$ cat src/rtl/config_stream_loader.sv
// config_stream_loader
//   Receives the device bitstream as WORD_W-bit words over a valid/ready
//   handshake and serialises them, LSB first, into the CB, SB, CLB and IO
//   configuration chains in that fixed order. Each chain section starts on
//   a word boundary; unused tail bits of a section's last word are dropped.
//
// Ports
//   clk         configuration clock
//   reset       asynchronous active-low reset
//   start       single-cycle pulse, begins a pass (ignored unless idle)
//   word_in     bitstream word
//   word_valid  word_in is valid
//   word_ready  loader accepts word_in this cycle
//   prgm_b      global programming strobe, low while configuring
//   cb_prgm_b / sb_prgm_b / CLB_prgm_b / io_prgm_b
//               per-chain shift enables (high = fabric samples this cycle)
//   bit_in_CB / bit_in_SB / bit_in_CLB / bit_in_IO
//               per-chain serial data
//   busy        configuration pass in progress
//   done        sticky, last pass completed; cleared by the next start
module config_stream_loader #(
    parameter int WORD_W   = 32,
    parameter int CB_BITS  = 768,
    parameter int SB_BITS  = 6912,
    parameter int CLB_BITS = 1184,
    parameter int IO_BITS  = 192
) (
    input  logic              clk,
    input  logic              reset,
    input  logic              start,
    input  logic [WORD_W-1:0] word_in,
    input  logic              word_valid,
    output logic              word_ready,
    output logic              prgm_b,
    output logic              cb_prgm_b,
    output logic              sb_prgm_b,
    output logic              CLB_prgm_b,
    output logic              io_prgm_b,
    output logic              bit_in_CB,
    output logic              bit_in_SB,
    output logic              bit_in_CLB,
    output logic              bit_in_IO,
    output logic              busy,
    output logic              done
);

    localparam int MAX_AB   = (CB_BITS  > SB_BITS) ? CB_BITS  : SB_BITS;
    localparam int MAX_CD   = (CLB_BITS > IO_BITS) ? CLB_BITS : IO_BITS;
    localparam int MAX_BITS = (MAX_AB   > MAX_CD)  ? MAX_AB   : MAX_CD;
    localparam int CNT_W    = $clog2(MAX_BITS + 1);
    localparam int WCNT_W   = $clog2(WORD_W + 1);

    typedef enum logic [2:0] {
        IDLE,
        LOAD_CB,
        LOAD_SB,
        LOAD_CLB,
        LOAD_IO,
        DONE
    } state_t;

    state_t              state;
    state_t              next_load;
    logic [WORD_W-1:0]   shreg;      // bits of the current word not yet presented
    logic [WCNT_W-1:0]   count;      // number of valid bits left in shreg
    logic [CNT_W-1:0]    bit_cnt;    // bits presented in the current section
    logic [3:0]          en_q;       // {IO, CLB, SB, CB} shift enables
    logic [3:0]          bit_q;      // {IO, CLB, SB, CB} serial data

    logic                loading;
    logic [CNT_W-1:0]    sec_bits;
    logic [3:0]          chain_oh;
    logic                sec_end;
    logic                accept;
    logic                have_bit;

    always_comb begin
        loading   = 1'b0;
        sec_bits  = '0;
        chain_oh  = '0;
        next_load = IDLE;
        case (state)
            LOAD_CB: begin
                loading   = 1'b1;
                sec_bits  = CNT_W'(CB_BITS);
                chain_oh  = 4'b0001;
                next_load = LOAD_SB;
            end
            LOAD_SB: begin
                loading   = 1'b1;
                sec_bits  = CNT_W'(SB_BITS);
                chain_oh  = 4'b0010;
                next_load = LOAD_CLB;
            end
            LOAD_CLB: begin
                loading   = 1'b1;
                sec_bits  = CNT_W'(CLB_BITS);
                chain_oh  = 4'b0100;
                next_load = LOAD_IO;
            end
            LOAD_IO: begin
                loading   = 1'b1;
                sec_bits  = CNT_W'(IO_BITS);
                chain_oh  = 4'b1000;
                next_load = DONE;
            end
            default: ;
        endcase
    end

    // sec_end is true while the section's final bit is on the chain; the
    // following edge closes the section, so no new word may be taken then.
    assign sec_end    = loading && (bit_cnt == sec_bits);
    // count tracks bits still waiting in shreg (the bit on the output is
    // already out of it), so count==0 means the output holds the last bit of
    // the word and a new one can be taken without a bubble.
    assign word_ready = loading && !sec_end && (count == '0);
    assign accept     = word_ready && word_valid;
    assign have_bit   = loading && !sec_end && (count != '0);

    always_ff @(posedge clk or negedge reset) begin
        if (!reset) begin
            state   <= IDLE;
            shreg   <= '0;
            count   <= '0;
            bit_cnt <= '0;
            en_q    <= '0;
            bit_q   <= '0;
            prgm_b  <= 1'b1;
            busy    <= 1'b0;
            done    <= 1'b0;
        end else begin
            case (state)
                IDLE: begin
                    if (start) begin
                        state  <= LOAD_CB;
                        prgm_b <= 1'b0;
                        busy   <= 1'b1;
                        done   <= 1'b0;
                    end
                end
                LOAD_CB, LOAD_SB, LOAD_CLB, LOAD_IO: begin
                    if (sec_end) begin
                        // Close the section: drop leftover word bits and
                        // park the finished chain at enable=0, data=0.
                        state   <= next_load;
                        shreg   <= '0;
                        count   <= '0;
                        bit_cnt <= '0;
                        en_q    <= '0;
                        bit_q   <= '0;
                        if (next_load == DONE) begin
                            prgm_b <= 1'b1;
                            busy   <= 1'b0;
                            done   <= 1'b1;
                        end
                    end else if (accept) begin
                        shreg   <= word_in >> 1;
                        count   <= WCNT_W'(WORD_W - 1);
                        bit_cnt <= bit_cnt + CNT_W'(1);
                        en_q    <= chain_oh;
                        bit_q   <= chain_oh & {4{word_in[0]}};
                    end else if (have_bit) begin
                        shreg   <= shreg >> 1;
                        count   <= count - WCNT_W'(1);
                        bit_cnt <= bit_cnt + CNT_W'(1);
                        en_q    <= chain_oh;
                        bit_q   <= chain_oh & {4{shreg[0]}};
                    end else begin
                        // Starved: stop shifting, data line holds.
                        en_q <= '0;
                    end
                end
                DONE: begin
                    state <= IDLE;
                end
                default: begin
                    state <= IDLE;
                end
            endcase
        end
    end

    assign cb_prgm_b  = en_q[0];
    assign sb_prgm_b  = en_q[1];
    assign CLB_prgm_b = en_q[2];
    assign io_prgm_b  = en_q[3];
    assign bit_in_CB  = bit_q[0];
    assign bit_in_SB  = bit_q[1];
    assign bit_in_CLB = bit_q[2];
    assign bit_in_IO  = bit_q[3];

endmodule

$ cat config.mk
export PLATFORM = sky130hd
export DESIGN_NAME = config_stream_loader
export DESIGN_NICKNAME = d
export VERILOG_FILES = /design/src/rtl/config_stream_loader.sv
export SDC_FILE = /design/constraint.sdc
export NUM_CORES = 1
export LEC_CHECK = 0
export CAP_MARGIN = 10
export CORE_ASPECT_RATIO = 1.2
export CORE_MARGIN = 10
export CORE_UTILIZATION = 55
export DETAILED_ROUTE_END_ITERATION = 12
export PLACE_DENSITY = 0.84
export SYNTH_ARGS = -nofsm -noshare
export SYNTH_HDL_FRONTEND = slang
export SYNTH_SLANG_ARGS = --single-unit
$ cat constraint.sdc
create_clock -name clk -period 2.75 [get_ports clk]
set_clock_uncertainty 0.05 [all_clocks]
set_input_delay 0.4125 -clock clk [delete_from_list [all_inputs] [get_ports clk]]
set_output_delay 0.4125 -clock clk [all_outputs]
set_load 0.05 [all_outputs]
### Yosys cells after proc, flatten, opt, wreduce, memory -nomap -nowiden

Index checks and enable logic that the tools add are counted.
Widths: inputs -> output; s select.

* bits in latches: 0
* word-level logic and storage cells: 67
* bits in writable memories: 0
* output and inout bits: 12
* ROM bits: 0
* flip-flop bits (word level): 65
* memories: 0
* input bits: 36

* magnitude comparators: 0
* add/sub/neg operators: 2
* equality and inequality tests: 9
* divide/modulo/power cells: 0
* multiply operators: 0
* bitwise gates (word level): 2
* mux-type cells: 30
* shift-type cells: 0
* reduce and logical (&&, ||, !) cells: 15

Operator list (number)
* $mux 32: 3
* $pmux 13 s4: 1
* $mux 13: 3
* $mux 4: 6
* $mux 6: 3
* $pmux 4 s4: 1
* $add 13x1->13 const B: 1
* $eq 13x13->1: 1
* $pmux 3 s4: 1
* $and 4x4->4: 2
* $mux 1: 7
* $eq 3x2->1 const B: 2
* $eq 3x3->1 const B: 2
* $logic_not 6->1: 1
* $mux 3: 2
* $pmux 3 s2: 1
* $reduce_bool 6->1: 1
* $sub 6x1->6 const B: 1
* $logic_and 1x1->1: 5
* $ne 2x1->1 const B: 2
* $pmux 1 s2: 2
* $reduce_and 2->1: 2
* $reduce_and 4->1: 1
* $reduce_or 4->1: 1
* other kinds (6): 6

### Longest topological paths before layout

* depth after elaboration: 10
* depth in mapped cells: 10
* mapped depth without buffers: 8

### Worst setup path after synthesis

OpenSTA, ideal clock, no wires.

* kind: flip-flop to output port
* start: reg state[2]
* end: out word_ready
* data arrival time: 2630 ps
* setup slack: -342 ps
* cell stages (with the launch flop): 7
* data required time: 2288 ps
* buffers on the path: 2
* cell sequence: dfrtp_1 buf_2 o41ai_1 a2111oi_4 and3_1 buf_4 nor3_1

* longest elaborated chain between the ends: 7
* elaborated cells on any way between the ends: 12
* those cells by class: eq/ne (5); mux (2); reduce/logical (5)

Ends and longest elaborated chain
* start, declared: RTL line 62 `state_t state;`
* start signal, assigned: RTL line 146 `state <= next_load;`
* $eq 3x3->1, or another cell as far along: RTL line 82 `case (state)`
* $pmux 13 s4 / $reduce_or 4->1 (equally long branches)
* $eq 13x13->1 / $mux 1 (equally long branches): RTL line 113, 82
* $logic_and 1x1->1: RTL line 113 `assign sec_end = loading && (bit_cnt == sec_bits);`
* $logic_not 1->1: RTL line 117 `assign word_ready = loading && !sec_end && (count == '0);`
* $logic_and 1x1->1 (*) (2 in a row): RTL line 117
* end, declared: RTL line 33 `output logic word_ready,`

Mark *: on every way between the ends. The rest lies on a longest branch, timed or not.

### Worst setup path after layout

Same ends and word-level chain as after synthesis.

==> results.md <==
- Synth Cell Area: 3400 µm²
- H-tree depth: 3
- Final period util: 97.1%
- DR vias/cell: 6.29
- Layout cells sized above 1: 13.7%
- Final #Nets: 450
- Clock power share: 30.1%
- Count of pins over their slew limit: 0
- Post-route DRC: 0
- Seq. cell area: 1610 µm²
- Antenna violations before repair: 0
- RSZ-0062 raised after global routing: false
- Post-layout util: 71.4%
- TritonCTS Buffers: 9
- Die area: 9730 µm²
- Cells after Synth: 359
- Top_reg_cell synth: dfrtp_1
- Total grt overflow: 0
- Post-synth EDFFs: 0
- Io pins: 48
- Post-CTS Hold Fix Bufs: 0
- First-pass DRT Iterations: 5
- YS warnings: 0
- HPWL Detailed: 6300 µm
- Via count of the first global-routing pass: 3178
- Reg clk slew, reported paths: 0.08 ns
- Static leakage: 1.94 nW
- Max Cap Viol: 0
- HP Class: primary input to asynchronous set/reset pin
- Clock sink count: 64
- Chip height: 106 µm
- Worst hold slack: 0.134 ns
- Crit path required time: 2.29 ns
- Critical Path AT: 2.21 ns
- Status: complete, no violations
- Core outline area: 6010 µm²
- Area Growth Syn to Fin: 26.4%
- Sequential Power Share: 46.2%
- Total nets after synthesis: 398
- Most frequent cells in the layout: 60 x dfrtp_1, 52 x nand2_1, 45 x o21ai_0, 45 x clkdlybuf4s50_1, 30 x a32oi_1
- Pwr Total: 2.99 mW
- Commonest non-fill, non-tap cell in the layout: dfrtp_1
- Largest net degree at the start of global routing: 37
- Async S/R FF share, synth: 100%
- Row count: 31
- Net switching power: 0.959 mW
- Antenna cell count: 0
- Vias: 3131
- CTS tree: yes
- Fin. Hold Viols: 0
- All-Layer GR Usage: 19.0%
- Clk_lat worst skew: 0.34 ns
- Clock buffer depth: 2
- Critical path class: flip-flop to output port
- PortBufs: 47
- DP Area: 4040 µm²
- Int Pwr: 2.03 mW
- Logic pwr share: 23.8%
- Switching Share: 32.1%
- Final cell count without fillers: 498
- TNS Setup: 0 ns
- Fmax: 375 MHz
- Crit path time final: 2.67 ns
- Post-route worst setup slack: 0.0810 ns
- Worst VDD drop: 446 µV
- Worst Max-Slew Pin Slew: 0.865 ns
- Initial DRC count: 213
- Startpoint types: flip-flop
- Fill count: 445
- Gpl congestion: 0.904
- Critical path endpoint category: output port
- Max-Slew Margin vs Limit: 42.3%
- Synth Area per Inst: 9.46 µm²
- Die X: 91.7 µm
- Seq/Total Area, Yosys: 47.2%
- First-pass GRT wire length: 15500 µm
- Antenna Violating Nets Remaining: 0
- Max Fanout on Critical Path: 15
- Wire length per cell: 18.1 µm
- Starting Density: 56.5%
- Post-route cell area: 4290 µm²
- DP Cell Count: 480
- WL final: 9030 µm
- Seq cells post-synth: 64
- Pre-CTS setup slack: 0.173 ns
- PD cells: 696 nW/µm²
- CTS root buf: clkbuf_8
- Area occupied by multi-input gates: 1680 µm²
- Final setup viols: 0
- Netlist cell types: 50
critical path, cell delays in order, from the launching register on:
cell,delay (ns)
dfrtp_2,0.46
buf_4,0.21
inv_1,0.11
o21ai_1,0.11
a2111oi_4,0.42
and3_4,0.29
nor3_2,0.05
buf_4,0.21
area by class of cell:
class | count | share of cell area [%]
Multi-Input combinational cell | 260 | 39.2
Inverter | 7 | 0.612
Timing Repair Buffer | 69 | 15.2
Clock buffer | 9 | 2.89
Tap cell | 82 | 2.39
Sequential cell | 64 | 37.4
Clock inverter | 7 | 2.24
power groups by stage:
stage          registers [mW]  clock network [mW]  logic [mW]
6_report                 1.38               0.899       0.711
5_1_grt                  1.41               0.942       0.794
4_1_cts                  1.37               0.903       0.706
3_5_place_dp             1.38                   0       0.696
3_3_place_gp             1.37                   0       0.661
2_1_floorplan            1.35                   0       0.469
metal layers:
layer	global-route usage, %	wire (µm)	up-vias
met5	0	0	-
met4	6.73	191	0
met3	4.57	562	24
met2	31.5	4440	132
met1	23.7	3840	1524
li1	-	-	1451
cells by family (layout without fill, tap and decap cells):
family / Yosys count / count (layout) / synth area share (%)
adder cells (fa/ha/maj): 4 / 4 / 1.40
AND/OR/NAND/NOR: 127 / 127 / 18.9
flip-flops: 64 / 64 / 47.2
XOR/XNOR: 5 / 5 / 1.29
AO/OA/AOI/OAI: 113 / 113 / 23.4
buffers and inverters: 35 / 92 / 4.50
multiplexers: 11 / 11 / 3.24
path summary, 6_finish.rpt:
kind	start	endpoint	slack, ns	depth (start not counted)
max in group asynchronous	reset	shreg[25]	1.85	2
min reg2reg	shreg[20]	shreg[20]	0.46	2
max reg2reg	state[2]	count[2]	0.21	8
min in group clk	shreg[20]	shreg[20]	0.46	2
max	state[2]	word_ready	0.08	7
min	reset	bit_cnt[10]	0.13	1
cell usage after synthesis, types with 2 or more instances:
cell type	instances	area share, %
inv_1	7	0.77
nor3_1	5	0.74
nand3_1	15	2.2
a32o_1	2	0.59
dfrtp_1	63	46
buf_4	2	0.44
nor4_1	3	0.55
nand4_1	7	1.3
o2bb2ai_1	3	0.77
nor3_2	2	0.59
or3_1	2	0.37
o211ai_1	2	0.44
ha_1	3	1.1
o21ai_0	46	6.8
nand2b_1	5	0.92
a32oi_1	30	7.7
nor4b_1	3	0.77
nor2b_1	2	0.37
clkbuf_1	19	2.1
nor2_1	17	1.9
or4b_1	2	0.59
and2_1	3	0.55
buf_2	5	0.74
xnor2_1	3	0.77
nand2_1	52	5.7
xor2_1	2	0.52
or4_1	3	0.66
a31oi_1	5	0.92
o22a_1	2	0.52
mux2i_1	11	3.2
a22o_1	4	1.0
a21o_1	2	0.44
a21oi_1	10	1.5
timing repair:
item | in CTS | in global routing
resized for setup | 4 | 4
setup endpoints to repair | 1 | 45
pin swaps | 0 | 2
setup buffers | 0 | 2
registers in the layout, indices dropped and copies added, names as in the netlist:
| name | count |
|---|---|
| done | 1 |
| en_q | 4 |
| prgm_b | 1 |
| busy | 1 |
| bit_q | 4 |
| bit_cnt | 13 |
| shreg | 31 |
| count | 6 |
| state | 3 |
Note: power is estimated with default switching activity, not from simulation.
